--- src/rtl/ula_pkg.sv ---
// Shared opcodes and FSM state encoding for the sequential ULA.
package ula_pkg;

    localparam logic [2:0] OP_AND  = 3'b000;
    localparam logic [2:0] OP_OR   = 3'b001;
    localparam logic [2:0] OP_NOT  = 3'b010;
    localparam logic [2:0] OP_NAND = 3'b011;
    localparam logic [2:0] OP_ADD  = 3'b100;
    localparam logic [2:0] OP_SUB  = 3'b101;
    localparam logic [2:0] OP_LSL  = 3'b110;
    localparam logic [2:0] OP_LSR  = 3'b111;

    typedef enum logic [1:0] {
        ST_OCIOSO  = 2'd0,
        ST_EXECUTA = 2'd1,
        ST_DESLOCA = 2'd2
    } estado_t;

    function automatic logic is_shift(input logic [2:0] op);
        return (op == OP_LSL) || (op == OP_LSR);
    endfunction

endpackage

--- src/rtl/ula_nucleo_comb.sv ---
// Combinational logic/arithmetic core for the single-cycle opcodes (000-101).
module ula_nucleo_comb
    import ula_pkg::*;
#(
    parameter int unsigned WIDTH = 8
) (
    input  logic [WIDTH-1:0] a,
    input  logic [WIDTH-1:0] b,
    input  logic [2:0]       op,
    output logic [WIDTH-1:0] resultado_c,
    output logic             carry_c,
    output logic             overflow_c
);

    logic [WIDTH:0] soma;
    logic [WIDTH:0] dif;

    // Extra MSB holds carry out of ADD and borrow of SUB
    assign soma = {1'b0, a} + {1'b0, b};
    assign dif  = {1'b0, a} - {1'b0, b};

    always_comb begin
        resultado_c = '0;
        carry_c     = 1'b0;
        overflow_c  = 1'b0;
        case (op)
            OP_AND:  resultado_c = a & b;
            OP_OR:   resultado_c = a | b;
            OP_NOT:  resultado_c = ~a;
            OP_NAND: resultado_c = ~(a & b);
            OP_ADD: begin
                resultado_c = soma[WIDTH-1:0];
                carry_c     = soma[WIDTH];
                overflow_c  = (a[WIDTH-1] == b[WIDTH-1]) &&
                              (soma[WIDTH-1] != a[WIDTH-1]);
            end
            OP_SUB: begin
                resultado_c = dif[WIDTH-1:0];
                carry_c     = dif[WIDTH];
                overflow_c  = (a[WIDTH-1] != b[WIDTH-1]) &&
                              (dif[WIDTH-1] != a[WIDTH-1]);
            end
            default: resultado_c = a;
        endcase
    end

endmodule

--- src/rtl/ula_seq_param.sv ---
// Registered ULA with start/busy/done handshake and one-bit-per-cycle shifts.
module ula_seq_param
    import ula_pkg::*;
#(
    parameter int unsigned WIDTH = 8
) (
    input  logic             clk,
    input  logic             rst,
    input  logic             inicio,
    input  logic [WIDTH-1:0] A,
    input  logic [WIDTH-1:0] B,
    input  logic [2:0]       seletor,
    output logic [WIDTH-1:0] resultado,
    output logic             flag_zero,
    output logic             flag_carry,
    output logic             flag_overflow,
    output logic             flag_negativo,
    output logic             ocupado,
    output logic             pronto
);

    localparam int unsigned SHAMT_W = $clog2(WIDTH);

    estado_t              estado;
    logic [WIDTH-1:0]     a_r;
    logic [WIDTH-1:0]     b_r;
    logic [2:0]           op_r;
    logic [WIDTH-1:0]     work;
    logic [SHAMT_W-1:0]   contador;
    logic                 carry_cand;

    logic [WIDTH-1:0]     nucleo_res;
    logic                 nucleo_c;
    logic                 nucleo_v;

    ula_nucleo_comb #(.WIDTH(WIDTH)) u_nucleo (
        .a           (a_r),
        .b           (b_r),
        .op          (op_r),
        .resultado_c (nucleo_res),
        .carry_c     (nucleo_c),
        .overflow_c  (nucleo_v)
    );

    always_ff @(posedge clk or posedge rst) begin
        if (rst) begin
            estado        <= ST_OCIOSO;
            a_r           <= '0;
            b_r           <= '0;
            op_r          <= OP_AND;
            work          <= '0;
            contador      <= '0;
            carry_cand    <= 1'b0;
            resultado     <= '0;
            flag_zero     <= 1'b0;
            flag_carry    <= 1'b0;
            flag_overflow <= 1'b0;
            flag_negativo <= 1'b0;
            ocupado       <= 1'b0;
            pronto        <= 1'b0;
        end else begin
            pronto <= 1'b0;
            case (estado)
                ST_OCIOSO: begin
                    if (inicio) begin
                        a_r        <= A;
                        b_r        <= B;
                        op_r       <= seletor;
                        work       <= A;
                        contador   <= B[SHAMT_W-1:0];
                        carry_cand <= 1'b0;
                        ocupado    <= 1'b1;
                        estado     <= is_shift(seletor) ? ST_DESLOCA : ST_EXECUTA;
                    end
                end
                ST_EXECUTA: begin
                    resultado     <= nucleo_res;
                    flag_zero     <= (nucleo_res == '0);
                    flag_carry    <= nucleo_c;
                    flag_overflow <= nucleo_v;
                    flag_negativo <= nucleo_res[WIDTH-1];
                    pronto        <= 1'b1;
                    ocupado       <= 1'b0;
                    estado        <= ST_OCIOSO;
                end
                ST_DESLOCA: begin
                    if (contador == '0) begin
                        resultado     <= work;
                        flag_zero     <= (work == '0);
                        flag_carry    <= carry_cand;
                        flag_overflow <= 1'b0;
                        flag_negativo <= work[WIDTH-1];
                        pronto        <= 1'b1;
                        ocupado       <= 1'b0;
                        estado        <= ST_OCIOSO;
                    end else if (op_r == OP_LSL) begin
                        work       <= {work[WIDTH-2:0], 1'b0};
                        carry_cand <= work[WIDTH-1];
                        contador   <= contador - 1'b1;
                    end else begin
                        work       <= {1'b0, work[WIDTH-1:1]};
                        carry_cand <= work[0];
                        contador   <= contador - 1'b1;
                    end
                end
                default: estado <= ST_OCIOSO;
            endcase
        end
    end

endmodule

--- config.mk ---
export PLATFORM = sky130hd
export DESIGN_NAME = ula_seq_param
export DESIGN_NICKNAME = d
export VERILOG_FILES = /design/src/rtl/ula_pkg.sv /design/src/rtl/ula_nucleo_comb.sv /design/src/rtl/ula_seq_param.sv
export SDC_FILE = /design/constraint.sdc
export NUM_CORES = 1
export LEC_CHECK = 0
export ABC_AREA = 1
export BUFFER_PORTS_ARGS = -buffer_cell sky130_fd_sc_hd__buf_2
export CAP_MARGIN = 30
export CORE_MARGIN = 3
export CORE_UTILIZATION = 60
export DETAILED_ROUTE_END_ITERATION = 12
export PLACE_DENSITY = 0.92
export REMOVE_ABC_BUFFERS = 1
export SLEW_MARGIN = 20
export SYNTH_ARGS = -nofsm -noshare
export SYNTH_HDL_FRONTEND = slang
export SYNTH_HIERARCHICAL = 1
export SYNTH_SLANG_ARGS = --single-unit
--- constraint.sdc ---
create_clock -name clk -period 2.5 [get_ports clk]
set_input_delay 0.125 -clock clk [delete_from_list [all_inputs] [get_ports clk]]
set_output_delay 0.125 -clock clk [all_outputs]
set_load 0.01 [all_outputs]
Word level (Yosys, flattened, before mapping)

Index checks and enable logic that the tools add are counted.

Register bits after elaboration: 47
Output and inout port bits: 14
Logic and storage cells: 86
Input bits: 22

Reduce and logical (&&, ||, !) cells: 16
Multiplexer cells: 32
Equality and inequality tests: 17
Add/sub/neg operators: 3
Bitwise operators: 4

Operators with widths:

| cell                 | number |
|---|---|
| $pmux W8 S6          | 1 |
| $mux W8              | 4 |
| $pmux W8 S2          | 2 |
| $logic_not A8 Y1     | 2 |
| $not A8 Y8           | 2 |
| $pmux W1 S2          | 8 |
| $eq A3 B3 Y1 const B | 5 |
| $add A8 B8 Y9        | 1 |
| $mux W1              | 9 |
| $sub A8 B8 Y9        | 1 |
| $and A8 B8 Y8        | 1 |
| $or A8 B8 Y8         | 1 |
| $eq A3 B2 Y1 const B | 2 |
| $logic_not A3 Y1     | 2 |
| $mux W2              | 3 |
| $mux W3              | 2 |
| $ne A2 B2 Y1 const B | 3 |
| $pmux W3 S2          | 1 |
| $reduce_and A2 Y1    | 3 |
| $reduce_and A3 Y1    | 2 |
| $pmux W2 S2          | 1 |
| $reduce_bool A2 Y1   | 2 |
| $eq A3 B1 Y1 const B | 1 |
| $ne A1 B1 Y1         | 3 |
| other kinds (9)      | 10 |

Longest topological paths before layout

Gate-level depths: netlist of run 1.

Depth in word-level cells: 5
Gate-level depth with buffers: 18
Mapped depth without buffers: 17

By module

The synthesis of run 1 kept the hierarchy.

Modules (own cells, without submodules):

| module          | instances | cells an instance | seq. area each (sq um) | area each (sq um) |
|---|---|---|---|---|
| ula_seq_param   | 1         | 284               | 1151.1                 | 2296.0 |
| ula_nucleo_comb | 1         | 265               | 0.0                    | 1373.8 |

Worst setup path before layout of run 1

OpenSTA, ideal clock, no wires.

Path type: flip-flop to flip-flop
Start point: reg b_r[0]
End point: reg flag_zero
Library setup time: 0.065 ns
Buffers on the path: 0
Stages on the path, launching flop included: 17
Data required time: 2.435 ns
Arrival: 1.946 ns
Period minus slack after synthesis: 2.011 ns
Path slack: 0.489 ns
Path through: dfrtp_1 > ha_1 > fa_1 > nand2_1 > nand2_1 > and2_1 > nor2_1 > nor2_1 > nor2_1 > nand3_1 > nor2_1 > nand2_1 > nor2_1 > nand2_1 > nand2_1 > nand2_1 > nand2_1

Elaborated cells on any way between the ends: 8
Classes of those cells: 2 x add/sub; 2 x mux; 3 x bitwise; 1 x reduce/logical

RTL lines:

| what                                           | line                                         | source |
|---|---|---|
| from (decl)                                    | ula_seq_param.sv:26                          | `logic [WIDTH-1:0] b_r;` |
| from (signal assigned)                         | ula_seq_param.sv:49                          | `b_r <= '0;` |
| from (signal assigned)                         | ula_seq_param.sv:67                          | `b_r <= B;` |
| $sub A8 B8 Y9 or $add A8 B8 Y9 (tied branches) | ula_nucleo_comb.sv:20, ula_nucleo_comb.sv:19 |  |
| $pmux W8 S6 *                                  | ula_nucleo_comb.sv:26                        | `case (op)` |
| named net nucleo_res[4]                        | ula_seq_param.sv:32                          | `logic [WIDTH-1:0] nucleo_res;` |
| $logic_not A8 Y1 *                             | ula_seq_param.sv:78                          | `flag_zero <= (nucleo_res == '0);` |
| $pmux W1 S2 *                                  | ula_seq_param.sv:63                          | `case (estado)` |
| to (signal assigned)                           | ula_seq_param.sv:78                          |  |
| to (signal assigned)                           | ula_seq_param.sv:89                          | `flag_zero <= (work == '0);` |
| to (decl)                                      | ula_seq_param.sv:14                          | `output logic flag_zero,` |

Mark *: on every way through the listed nets, which the timed path passes. The rest lies on a longest branch.
A chain may end at the register's enable or synchronous reset.

Worst setup path in the final report of run 1

Same ends and word-level chain as after synthesis.

==> results of run 1 <==
-- report_power, final --
group          switching, mW  internal (mW)  total, mW  leakage, nW
Combinational           2.55           1.34       3.89         1.61
Sequential             0.357           1.10       1.46        0.559
Clock                  0.253          0.198      0.451       0.0452
-- path summary, 6_finish.rpt --
check                                    from            end  slack [ns]  depth (start not counted)
min in group asynchronous                 rst    contador[1]        0.36                          3
worst max register to register         b_r[0]      flag_zero        0.22                         16
worst max-delay path                   b_r[0]      flag_zero        0.22                         16
worst min register to register  flag_overflow  flag_overflow        0.48                          2
max in group asynchronous                 rst         b_r[1]        1.63                          4
worst min-delay path                     B[6]         b_r[6]        0.02                          3
-- repair_timing --
| item | CTS | global route |
|---|---|---|
| gates resized for setup | 0 | 1 |
| hold buffers | 0 | 1 |
| endpoints found under the hold margin | 0 | 17 |
| setup endpoints to repair | 0 | 1 |
-- state kept, by name (all words and copies together) (netlist names) --
signal	cells
b_r	8
estado	2
op_r	3
flag_carry	1
contador	3
carry_cand	1
flag_overflow	1
a_r	8
ocupado	1
work	8
resultado	8
pronto	1
flag_zero	1
-- worst max-delay path: cells and delay by family (launching register included) --
kind	cells	cell delay (ns)
adders and majority gates	2	0.69
DFF	1	0.42
and+or+nand+nor	14	1.13
-- cells by family after synthesis --
| kind of cell | count (synthesis) | synth area share (%) |
|---|---|---|
| adders and majority gates | 31 | 10.98 |
| buffers and inverters | 101 | 11.80 |
| and+or+nand+nor | 311 | 35.39 |
| DFF | 46 | 31.37 |
| AOI/OAI and AO/OA | 60 | 10.47 |
-- through the flow --
step	cell area [um2]	hold slack, ns	total power [mW]	instances
finish	3978	0.01917	5.802	656
detailed placement	3859	0.3279	5.267	646
global placement	3859	0.3181	5.140	646
CTS	3945	0.01512	5.732	654
global route	3978	0.02053	6.399	656
floorplan	3563	0.2346	4.202	535
-- layer usage --
layer	GRT usage, %	vias up
met1	38.95	1607
met5	0	-
met2	42.04	163
li1	-	1774
met4	8.918	0
met3	4.907	16
-- final cells by class --
cell class                      count  area (um2)
Clock buffer                        6       72.57
Clock inverter                      2       13.76
Fill cell                         489        1732
Inverter                           87       326.6
Multi-Input combinational cell    402        2088
Sequential cell                    46        1151
Tap cell                           72       90.09
Timing Repair Buffer               41       235.2
-- cells in the mapped netlist --
cell type    n
nand3b_1     1
a21oi_1      6
o21bai_1     1
a22oi_1      1
ha_1        29
a21oi_2      1
nor3_1       4
buf_2        4
a31oi_1      7
buf_4        3
inv_1       81
o21ai_0     24
a21boi_2     6
nand2_4      2
nand2_1    193
nor3_4       1
o21ai_1      1
nor2_2       1
o21ai_2      5
fa_1         2
dfrtp_1     46
or2_1        1
nand3_1     41
inv_2        6
clkbuf_1     2
and2_1       2
o22ai_1      8
nor2_1      56
nand3_4      1
buf_6        5
nand4_1      8
==> impl_metrics.csv, run 1 <==
group,metric,value,unit
setup_path,worstSetupPathType,"flip-flop to flip-flop",
setup_path,cp_cell_sequence,"ha_1 > fa_1 > nand2_1 > nand2_1 > and2_1 > nor2_1 > nor2_1 > nor2_1 > nand3_1 > nor2_1 > nand2_1 > nor2_1 > nand2_1 > nand2_1 > nand2_1 > nand2_1",
global_routing,track_usage,27.30,%
pwr,ir_drop,0.7367,mV
logic_synthesis,syn_inst,549,
setup_path,worst_setup_path_end_kind,"flip-flop",
cells_and_area,layout_common_cells,"nand2_1 (193), inv_1 (80), nor2_1 (56)",
global_routing,grt_pass1_vias,3294,
timing,finalCriticalPeriod,2.281,ns
routing,vias,3560,
place,dp_slack,0.2501,ns
logic_synthesis,synth-seq-cells,46,
pwr,pwr_density_cell,1459,nW/um2
timing,setup_viol,0,
setup_path,crit_path_frequent_cell,"nand2_1",
routing,wl_met3,767,um
timing,max_freq,438.3,MHz
floorplan,ios,36,
cells_and_area,final_util,69.67,%
routing,drt-met1-wl,4189,um
logic_synthesis,syn_area,3670,um2
timing,fin_crit_sh,91.26,%
floorplan,coreArea,5709,um2
cts,clock_sinks,46,
place,place.detailed.hpwl,7440,um
cts,h-tree-depth,2,
place,place.port_buffers,35,
routing,wl_met2,4197,um
logic_synthesis,yosysWarnings,6,
global_routing,gr-total-overflow,0,
floorplan,start_util,64.28,%
timing,grt_setup_unrepaired,"false",
run,maxCapViolCount,0,
setup_path,cp.arrival,2.53,ns
cts,clockBufferDepth,2,
cells_and_area,drive_gt1_share,12.33,%
floorplan,die_area,7090,um2
cts,root_buffer,"clkbuf_8",
timing,drv_slew,0,
timing,finalHoldViolations,0,
logic_synthesis,yosysTopAreaCell,"dfrtp_1",
setup_path,start_kind,"flip-flop",
global_routing,grt_pass1_wl,15590,um
floorplan,chipHeight,84.21,um
setup_path,worstPathRequired,2.74,ns
timing,max_slew_margin,69.44,%
routing,totalWireLength,9382,um
cells_and_area,antenna_cells,0,
cts,clk_pin_slew_worst_paths,0.09,ns
run_status,status,"completed",
setup_path,slowest_delay,0.42,ns
logic_synthesis,ys_seq_area_share,31.37,%
cts,cts_tree,"done",
timing,setup_ws,0.2186,ns
logic_synthesis,netlist_top_cells_area,"dfrtp_1 (31%), nand2_1 (20%), ha_1 (9.9%)",
floorplan,die_w,84.21,um
cts,clk_latency,0.30,ns
routing,firstDrtPassIters,5,
timing,finalSetupTns,0,ns
cts,numCtsBuffers,5,
setup_path,slowest_stage,"dfrtp_1",
cells_and_area,layout_commonest_cell,"nand2_1",
cells_and_area,synthToLayoutAreaGrowth,8.387,%
place,routabilityCongestion,1.016,
logic_synthesis,synth_cell_types,31,
global_routing,grt_max_degree,47,
logic_synthesis,yosysTopAreaCellShare,31.37,%
timing,tightest_slew,0.4567,ns
setup_path,critPathMaxFanout,5,
routing,drc,0,
cells_and_area,layout.nets,636,
routing,drt-wirelength-per-cell,14.30,um
routing,drtIter0Drc,341,
routing,routed.top_layer,"met4",
global_routing,grt_antenna_before_repair,0,
pwr,leakage,2.213,nW
cts,post_cts_buffers,0,
floorplan,rows,27,
timing,skew,0.01100,ns
routing,ant_nets,0,
logic_synthesis,syn_area_per_cell,6.684,um2
routing,vias_per_cell,5.427,
worst_hold_path,hold_path.class,"primary input to flip-flop",
(Power assumes the default switching activity.)
==> inputs of run 2 (changes only) <==
--- a/config.mk
+++ b/config.mk
@@ -5,11 +5,11 @@
 export SDC_FILE = /design/constraint.sdc
 export NUM_CORES = 1
 export LEC_CHECK = 0
-export ABC_AREA = 1
 export BUFFER_PORTS_ARGS = -buffer_cell sky130_fd_sc_hd__buf_2
 export CAP_MARGIN = 30
 export CORE_MARGIN = 3
 export CORE_UTILIZATION = 60
+export CTS_CLUSTER_SIZE = 24
 export DETAILED_ROUTE_END_ITERATION = 12
 export PLACE_DENSITY = 0.92
 export REMOVE_ABC_BUFFERS = 1
==> run 2 against run 1 <==
The flow now finishes with violations (setup timing). Combinational power is 24% higher. Sequential power is 4% lower. Area after synthesis shrank 2.8%. Final area is 3.8% higher. Register-to-register slack got worse by 0.27 ns. Worst hold slack improved by 0.020 ns. First-iteration DRC count is 12% higher. Routed wire length up 1.4%. Die area down 2.6%. Non-clock buffer count is 23 higher. Clock power grew 28%. Utilization increased by 3.5 points. Critical path type unchanged. Critical endpoint unchanged.
==> impl_metrics.csv, run 2 <==
group,metric,value,unit
run_status,status,"finished, violations left",
run_status,violations,"setup timing",
routing,vias,3240,
setup_path,cp_cell_sequence,"inv_1 > ha_1 > fa_1 > mux2i_1 > xnor2_1 > mux4_2 > nor4_2 > a32oi_1 > o21ai_1",
timing,max_slew_margin,61.74,%
setup_path,worstPathRequired,2.74,ns
cells_and_area,layout.nets,483,
pwr,ir_drop,1.070,mV
floorplan,ios,36,
pwr,pwr_density_cell,1646,nW/um2
cells_and_area,layout_commonest_cell,"dfrtp_1",
logic_synthesis,yosysWarnings,6,
cts,clock_sinks,46,
setup_path,crit_start,"a_r[0]",
logic_synthesis,yosysTopAreaCell,"dfrtp_1",
timing,skew,0.007087,ns
floorplan,die_w,83.09,um
setup_path,crit_path_end,"flag_zero",
routing,vias_per_cell,6.441,
cts,numCtsBuffers,5,
logic_synthesis,synth.most_common_cell,"dfrtp_1",
routing,drt-wirelength-per-cell,18.90,um
logic_synthesis,yosys.area_share.simple,14.07,%
logic_synthesis,synthMuxAreaShare,13.89,%
logic_synthesis,synth_async_sr_flop_share,100.0,%
setup_path,cp.arrival,2.79,ns
cts,clk_latency,0.31,ns
logic_synthesis,synth-seq-cells,46,
routing,drc,0,
timing,fin_crit_sh,102.0,%
floorplan,rows,27,
place,routabilityCongestion,0.9729,
setup_path,slowest_stage,"mux4_2",
setup_path,r2r_slack,-0.05,ns
logic_synthesis,syn_inst,381,
global_routing,grt_pass1_vias,3018,
timing,setup_ws,-0.04979,ns
floorplan,start_util,63.21,%
place,postPlaceCellArea,3928,um2
floorplan,chipHeight,83.09,um
logic_synthesis,yosysTopAreaCellShare,32.28,%
run,maxCapViolCount,0,
routing,ant_nets,0,
place,place.detailed.hpwl,6863,um
timing,tightest_slew,0.5720,ns
cells_and_area,layout_common_cells,"dfrtp_1 (45), buf_2 (35), inv_1 (34)",
logic_synthesis,ys_top_cells_by_count,"dfrtp_1 (46), inv_1 (35), ha_1 (29), nand2_1 (27), nor2_1 (25)",
logic_synthesis,ys.flop_type,"dfrtp_1",
logic_synthesis,synth_compound_area_share,20.77,%
setup_path,reg2reg_to,"flag_zero",
cells_and_area,synthToLayoutAreaGrowth,15.79,%
floorplan,die_area,6904,um2
global_routing,gr-total-overflow,0,
setup_path,worstSetupPathType,"flip-flop to flip-flop",
timing,finalHoldViolations,0,
logic_synthesis,synth_cell_types,65,
logic_synthesis,synthXorXnorAreaFrac,0.7368,%
cts,h-tree-depth,2,
pwr,total_power,6.796,mW
cts,clk_pin_slew_worst_paths,0.09,ns
setup_path,r2r-start,"a_r[0]",
place,place.port_buffers,35,
setup_path,start_kind,"flip-flop",
routing,totalWireLength,9509,um
logic_synthesis,synth_edf_count,0,
routing,drtIter0Drc,382,
logic_synthesis,syn_area,3566,um2
cells_and_area,drive_gt1_share,26.22,%
floorplan,coreArea,5642,um2
global_routing,grt_max_degree,29,
logic_synthesis,syn_area_per_cell,9.359,um2
setup_path,worst_setup_path_end_kind,"flip-flop",
cells_and_area,antenna_cells,0,
setup_path,slowest_delay,0.53,ns
setup_path,rr_worst_depth,9,
routing,firstDrtPassIters,5,
logic_synthesis,ys_seq_area_share,32.28,%
timing,drv_slew,0,
timing,finalCriticalPeriod,2.550,ns
cts,root_buffer,"clkbuf_8",
global_routing,grt_pass1_wl,14790,um
timing,grt_setup_unrepaired,"true",
global_routing,track_usage,26.08,%
global_routing,grt_antenna_before_repair,0,
cells_and_area,final_area,4129,um2
worst_hold_path,hold_path.class,"primary input to flip-flop",
logic_synthesis,synth_fa_ha_area_share,11.30,%
timing,holdWs,0.03903,ns
setup_path,critPathMaxFanout,3,
cts,cts_tree,"done",
cts,clockBufferDepth,2,
timing,max_freq,392.2,MHz
logic_synthesis,synth_top_family_by_area,"compound AO/OA/AOI/OAI gates",
timing,setup_viol,1,
pwr,leakage,1.931,nW
logic_synthesis,netlist_top_cells_area,"dfrtp_1 (32%), ha_1 (10%), mux2i_1 (6.7%)",
==> run 2: changes by cell type after synthesis, sizes merged, moves of 7 or more <==
cell	change
mux2i	+24
inv	-52
mux2	+20
o32a	+8
nand2b	+7
nand3	-41
and3	+7
nand4	-7
nand2	-166
o21ai	-9
nor2	-32
==> run 2: worst min path at each step <==
stage	startpoint	endpoint	slack [ns]	cells after the start
global route	seletor[0]	op_r[0]	0.04	2
floorplan	A[1]	a_r[1]	0.28	1
finish	B[3]	b_r[3]	0.04	2
detailed placement	rst	resultado[0]	0.18	2
global placement	B[6]	b_r[6]	0.36	2
CTS	B[3]	b_r[3]	0.04	2
==> run 2: cells by family (layout without fill, tap and decap cells) <==
kind of cell | count (synthesis) | after routing
adders and majority gates | 31 | 31
and+or+nand+nor | 96 | 96
muxes | 45 | 45
xor gates and xnor gates | 3 | 3
AOI/OAI and AO/OA | 103 | 103
buffers and inverters | 57 | 107
DFF | 46 | 46
==> run 2: stage by stage <==
stage / instances / utilization [%] / setup WS [ns] / TNS, ns
2_1_floorplan: 359 / - / 0.008737 / 0
3_3_place_gp: 490 / 69.26 / 0.04921 / 0
3_5_place_dp: 491 / 69.62 / -0.09951 / -0.09951
4_1_cts: 501 / 72.08 / 0.0004006 / 0
5_1_grt: 503 / 73.19 / -0.1674 / -0.2390
6_report: 503 / 73.19 / -0.04979 / -0.04979
==> run 2: final cells by class <==
type,instances,area (um2)
clock buffers,6,72.57
repair buffers,64,420.4
well taps,72,90.09
inverters,35,131.4
multi-input cells,278,2225
clock inverters,2,37.54
flip-flops and latches,46,1152
fillers,403,1513
==> run 2: what timing repair did <==
item	4_1_cts	5_1_grt
cloned	0	0
pin swaps	2	4
setup buffers	1	2
gates resized for setup	2	14
hold endpoints to repair	20	0
setup endpoints to repair	2	7
hold buffers	1	0
==> run 2: per-layer routing <==
layer | up-vias | GRT usage, % | share of wire (%)
met2 | 152 | 42.06 | 48
met5 | - | 0 | 0
met4 | 0 | 9.955 | 2.5
met3 | 23 | 2.877 | 7.4
met1 | 1582 | 36.03 | 42
li1 | 1483 | - | -
==> run 2: report_power, final <==
part | internal [mW] | switching [mW]
Clock | 0.299 | 0.280
Combinational | 2.15 | 2.66
Sequential | 1.10 | 0.300
Total | 3.56 | 3.24
==> run 2: worst max-delay path, delay by kind of cell, from the launching register on <==
kind / cells / cell delay, ns
xor+xnor: 1 / 0.10
simple gates: 1 / 0.28
fa+ha+maj: 2 / 0.66
compound gates: 2 / 0.22
flops: 1 / 0.40
mux: 2 / 0.72
buf+inv: 1 / 0.10
==> inputs of run 3 (changes only) <==
--- a/config.mk
+++ b/config.mk
@@ -7,12 +7,16 @@
 export LEC_CHECK = 0
 export BUFFER_PORTS_ARGS = -buffer_cell sky130_fd_sc_hd__buf_2
 export CAP_MARGIN = 30
+export CELL_PAD_IN_SITES_DETAIL_PLACEMENT = 1
+export CELL_PAD_IN_SITES_GLOBAL_PLACEMENT = 2
 export CORE_MARGIN = 3
-export CORE_UTILIZATION = 60
+export CORE_UTILIZATION = 38
 export CTS_CLUSTER_SIZE = 24
 export DETAILED_ROUTE_END_ITERATION = 12
+export GPL_TIMING_DRIVEN = 0
 export PLACE_DENSITY = 0.92
 export REMOVE_ABC_BUFFERS = 1
+export SKIP_LAST_GASP = 1
 export SLEW_MARGIN = 20
 export SYNTH_ARGS = -nofsm -noshare
 export SYNTH_HDL_FRONTEND = slang
==> run 3 against run 2 <==
Worst hold slack improved by 0.0046 ns. Critical endpoint unchanged. Register-to-register slack better by 0.07 ns. Routed wire length increased by 3.8%. Clock power shrank 17%. The flow now finishes without violations. Sequential share of layout area is 0.17 points higher. Combinational power down 4%.
==> impl_metrics.csv, run 3 (synthesized netlist as in run 2, its figures left out) <==
group,metric,value,unit
run_status,status,"completed",
cells_and_area,fill_cells,1055,
floorplan,chipHeight,102.9,um
place,dpl.cell_count,504,
cts,root_buffer,"clkbuf_8",
timing,tightest_slew,0.5941,ns
setup_path,rr_worst_depth,11,
place,place.detailed.hpwl,7277,um
cells_and_area,layout.nets,462,
routing,firstDrtPassIters,4,
place,dp_slack,-0.2827,ns
run,maxCapViolCount,0,
setup_path,reg2reg_to,"flag_zero",
global_routing,grt_pass1_vias,3107,
cts,h-tree-depth,2,
routing,vias_per_cell,5.805,
place,place.port_buffers,35,
setup_path,worstPathRequired,2.69,ns
global_routing,grt_antenna_before_repair,0,
setup_path,critPathMaxFanout,4,
place,routabilityCongestion,0.8785,
routing,drtIter0Drc,157,
routing,vias,3007,
routing,drt-wirelength-per-cell,19.05,um
timing,max_freq,403.9,MHz
setup_path,r2r-start,"a_r[0]",
timing,grt_setup_unrepaired,"true",
global_routing,grt_pass1_wl,16050,um
worst_hold_path,hold_path.class,"primary input to flip-flop",
floorplan,ios,36,
cts,numCtsBuffers,5,
cts,clock_sinks,46,
timing,fin_crit_sh,99.04,%
pwr,pwr_density_cell,1619,nW/um2
setup_path,start_kind,"flip-flop",
routing,ant_nets,0,
worst_hold_path,hold_depth,2,
worst_hold_path,hold_end,"b_r[6]",
timing,max_slew_margin,60.27,%
setup_path,worst_setup_path_end_kind,"flip-flop",
floorplan,rows,34,
floorplan,die_area,10580,um2
timing,finalHoldViolations,0,
cts,clk_pin_slew_worst_paths,0.10,ns
routing,drc,0,
pwr,ir_drop,0.7043,mV
pwr,leakage,1.833,nW
cells_and_area,layout_commonest_cell,"dfrtp_1",
pwr,total_power,6.694,mW
cells_and_area,synthToLayoutAreaGrowth,15.97,%
cells_and_area,final_cells,518,
timing,holdWs,0.04363,ns
global_routing,track_usage,19.19,%
cts,clockBufferDepth,2,
timing,drv_slew,0,
cells_and_area,antenna_cells,0,
timing,skew,0.008112,ns
cells_and_area,layout_common_cells,"dfrtp_1 (38), buf_2 (35), inv_1 (33)",
floorplan,coreArea,8934,um2
routing,totalWireLength,9867,um
worst_hold_path,hp-start,"B[6]",
timing,finalCriticalPeriod,2.476,ns
timing,setup_ws,0.02394,ns
setup_path,cp.arrival,2.67,ns
timing,finalSetupTns,0,ns
timing,setup_viol,0,
setup_path,r2r_slack,0.02,ns
global_routing,gr-total-overflow,0,
setup_path,worstSetupPathType,"flip-flop to flip-flop",
floorplan,die_w,102.9,um
global_routing,grt_max_degree,40,
cts,cts_tree,"done",
cts,clk_latency,0.30,ns
floorplan,start_util,39.92,%
cells_and_area,drive_gt1_share,28.29,%
run 3: where the power goes:
part | total, mW | switching, mW | internal (mW)
Combinational | 4.62 | 2.55 | 2.07
Clock | 0.479 | 0.282 | 0.197
Sequential | 1.59 | 0.481 | 1.11
Total | 6.69 | 3.31 | 3.38
run 3: worst max-delay path by stage:
stage	startpoint	end	slack, ns	cells after the start
finish	a_r[0]	flag_zero	0.02	11
global route	a_r[0]	flag_zero	-0.14	11
CTS	a_r[0]	flag_zero	-0.02	10
detailed placement	a_r[1]	flag_zero	-0.28	10
global placement	estado[0]	flag_zero	-0.71	4
floorplan	estado[0]	flag_carry	0.009	4
run 3: cell type report:
| class | instances | area, um2 | share of cell area, % |
|---|---|---|---|
| sequential | 46 | 1161 | 28.08 |
| multi-input combinational | 278 | 2340 | 56.58 |
| tap | 108 | 135.1 | 3.268 |
| clock buffer | 5 | 68.82 | 1.664 |
| inverter | 35 | 131.4 | 3.177 |
| clock inverter | 3 | 21.27 | 0.5144 |
| timing repair buffer | 43 | 277.8 | 6.717 |
run 3: stage by stage:
step | util (%) | cell area (um2)
2_1_floorplan | - | 3450
3_3_place_gp | 42.09 | 3760
3_5_place_dp | 42.69 | 3814
4_1_cts | 44.86 | 4008
5_1_grt | 46.29 | 4135
6_report | 46.29 | 4135
run 3: metal layers:
layer	vias to the layer above	global-route usage (%)	wire length, um
met2	52	31.53	4691
li1	1439	-	-
met5	-	0	0
met1	1512	27.38	4777
met4	0	3.386	44
met3	4	2.571	354
run 3: repair_timing:
action / 4_1_cts / 5_1_grt
pin swaps: 4 / 4
resized for setup: 20 / 25
hold buffers: 1 / 0
endpoints found under the setup margin: 8 / 16
setup buffers: 3 / 1
hold endpoints to repair: 14 / 0
run 3: worst max-delay path, stage by stage (launching register included):
cell and delay [ns]:
dfrtp_1 0.40, inv_1 0.09, ha_2 0.21, fa_2 0.37
nor3_4 0.26, o31ai_4 0.12, a211oi_2 0.20, a31oi_1 0.09
a31oi_4 0.27, nor4_2 0.07, a32oi_1 0.18, o21ai_1 0.08
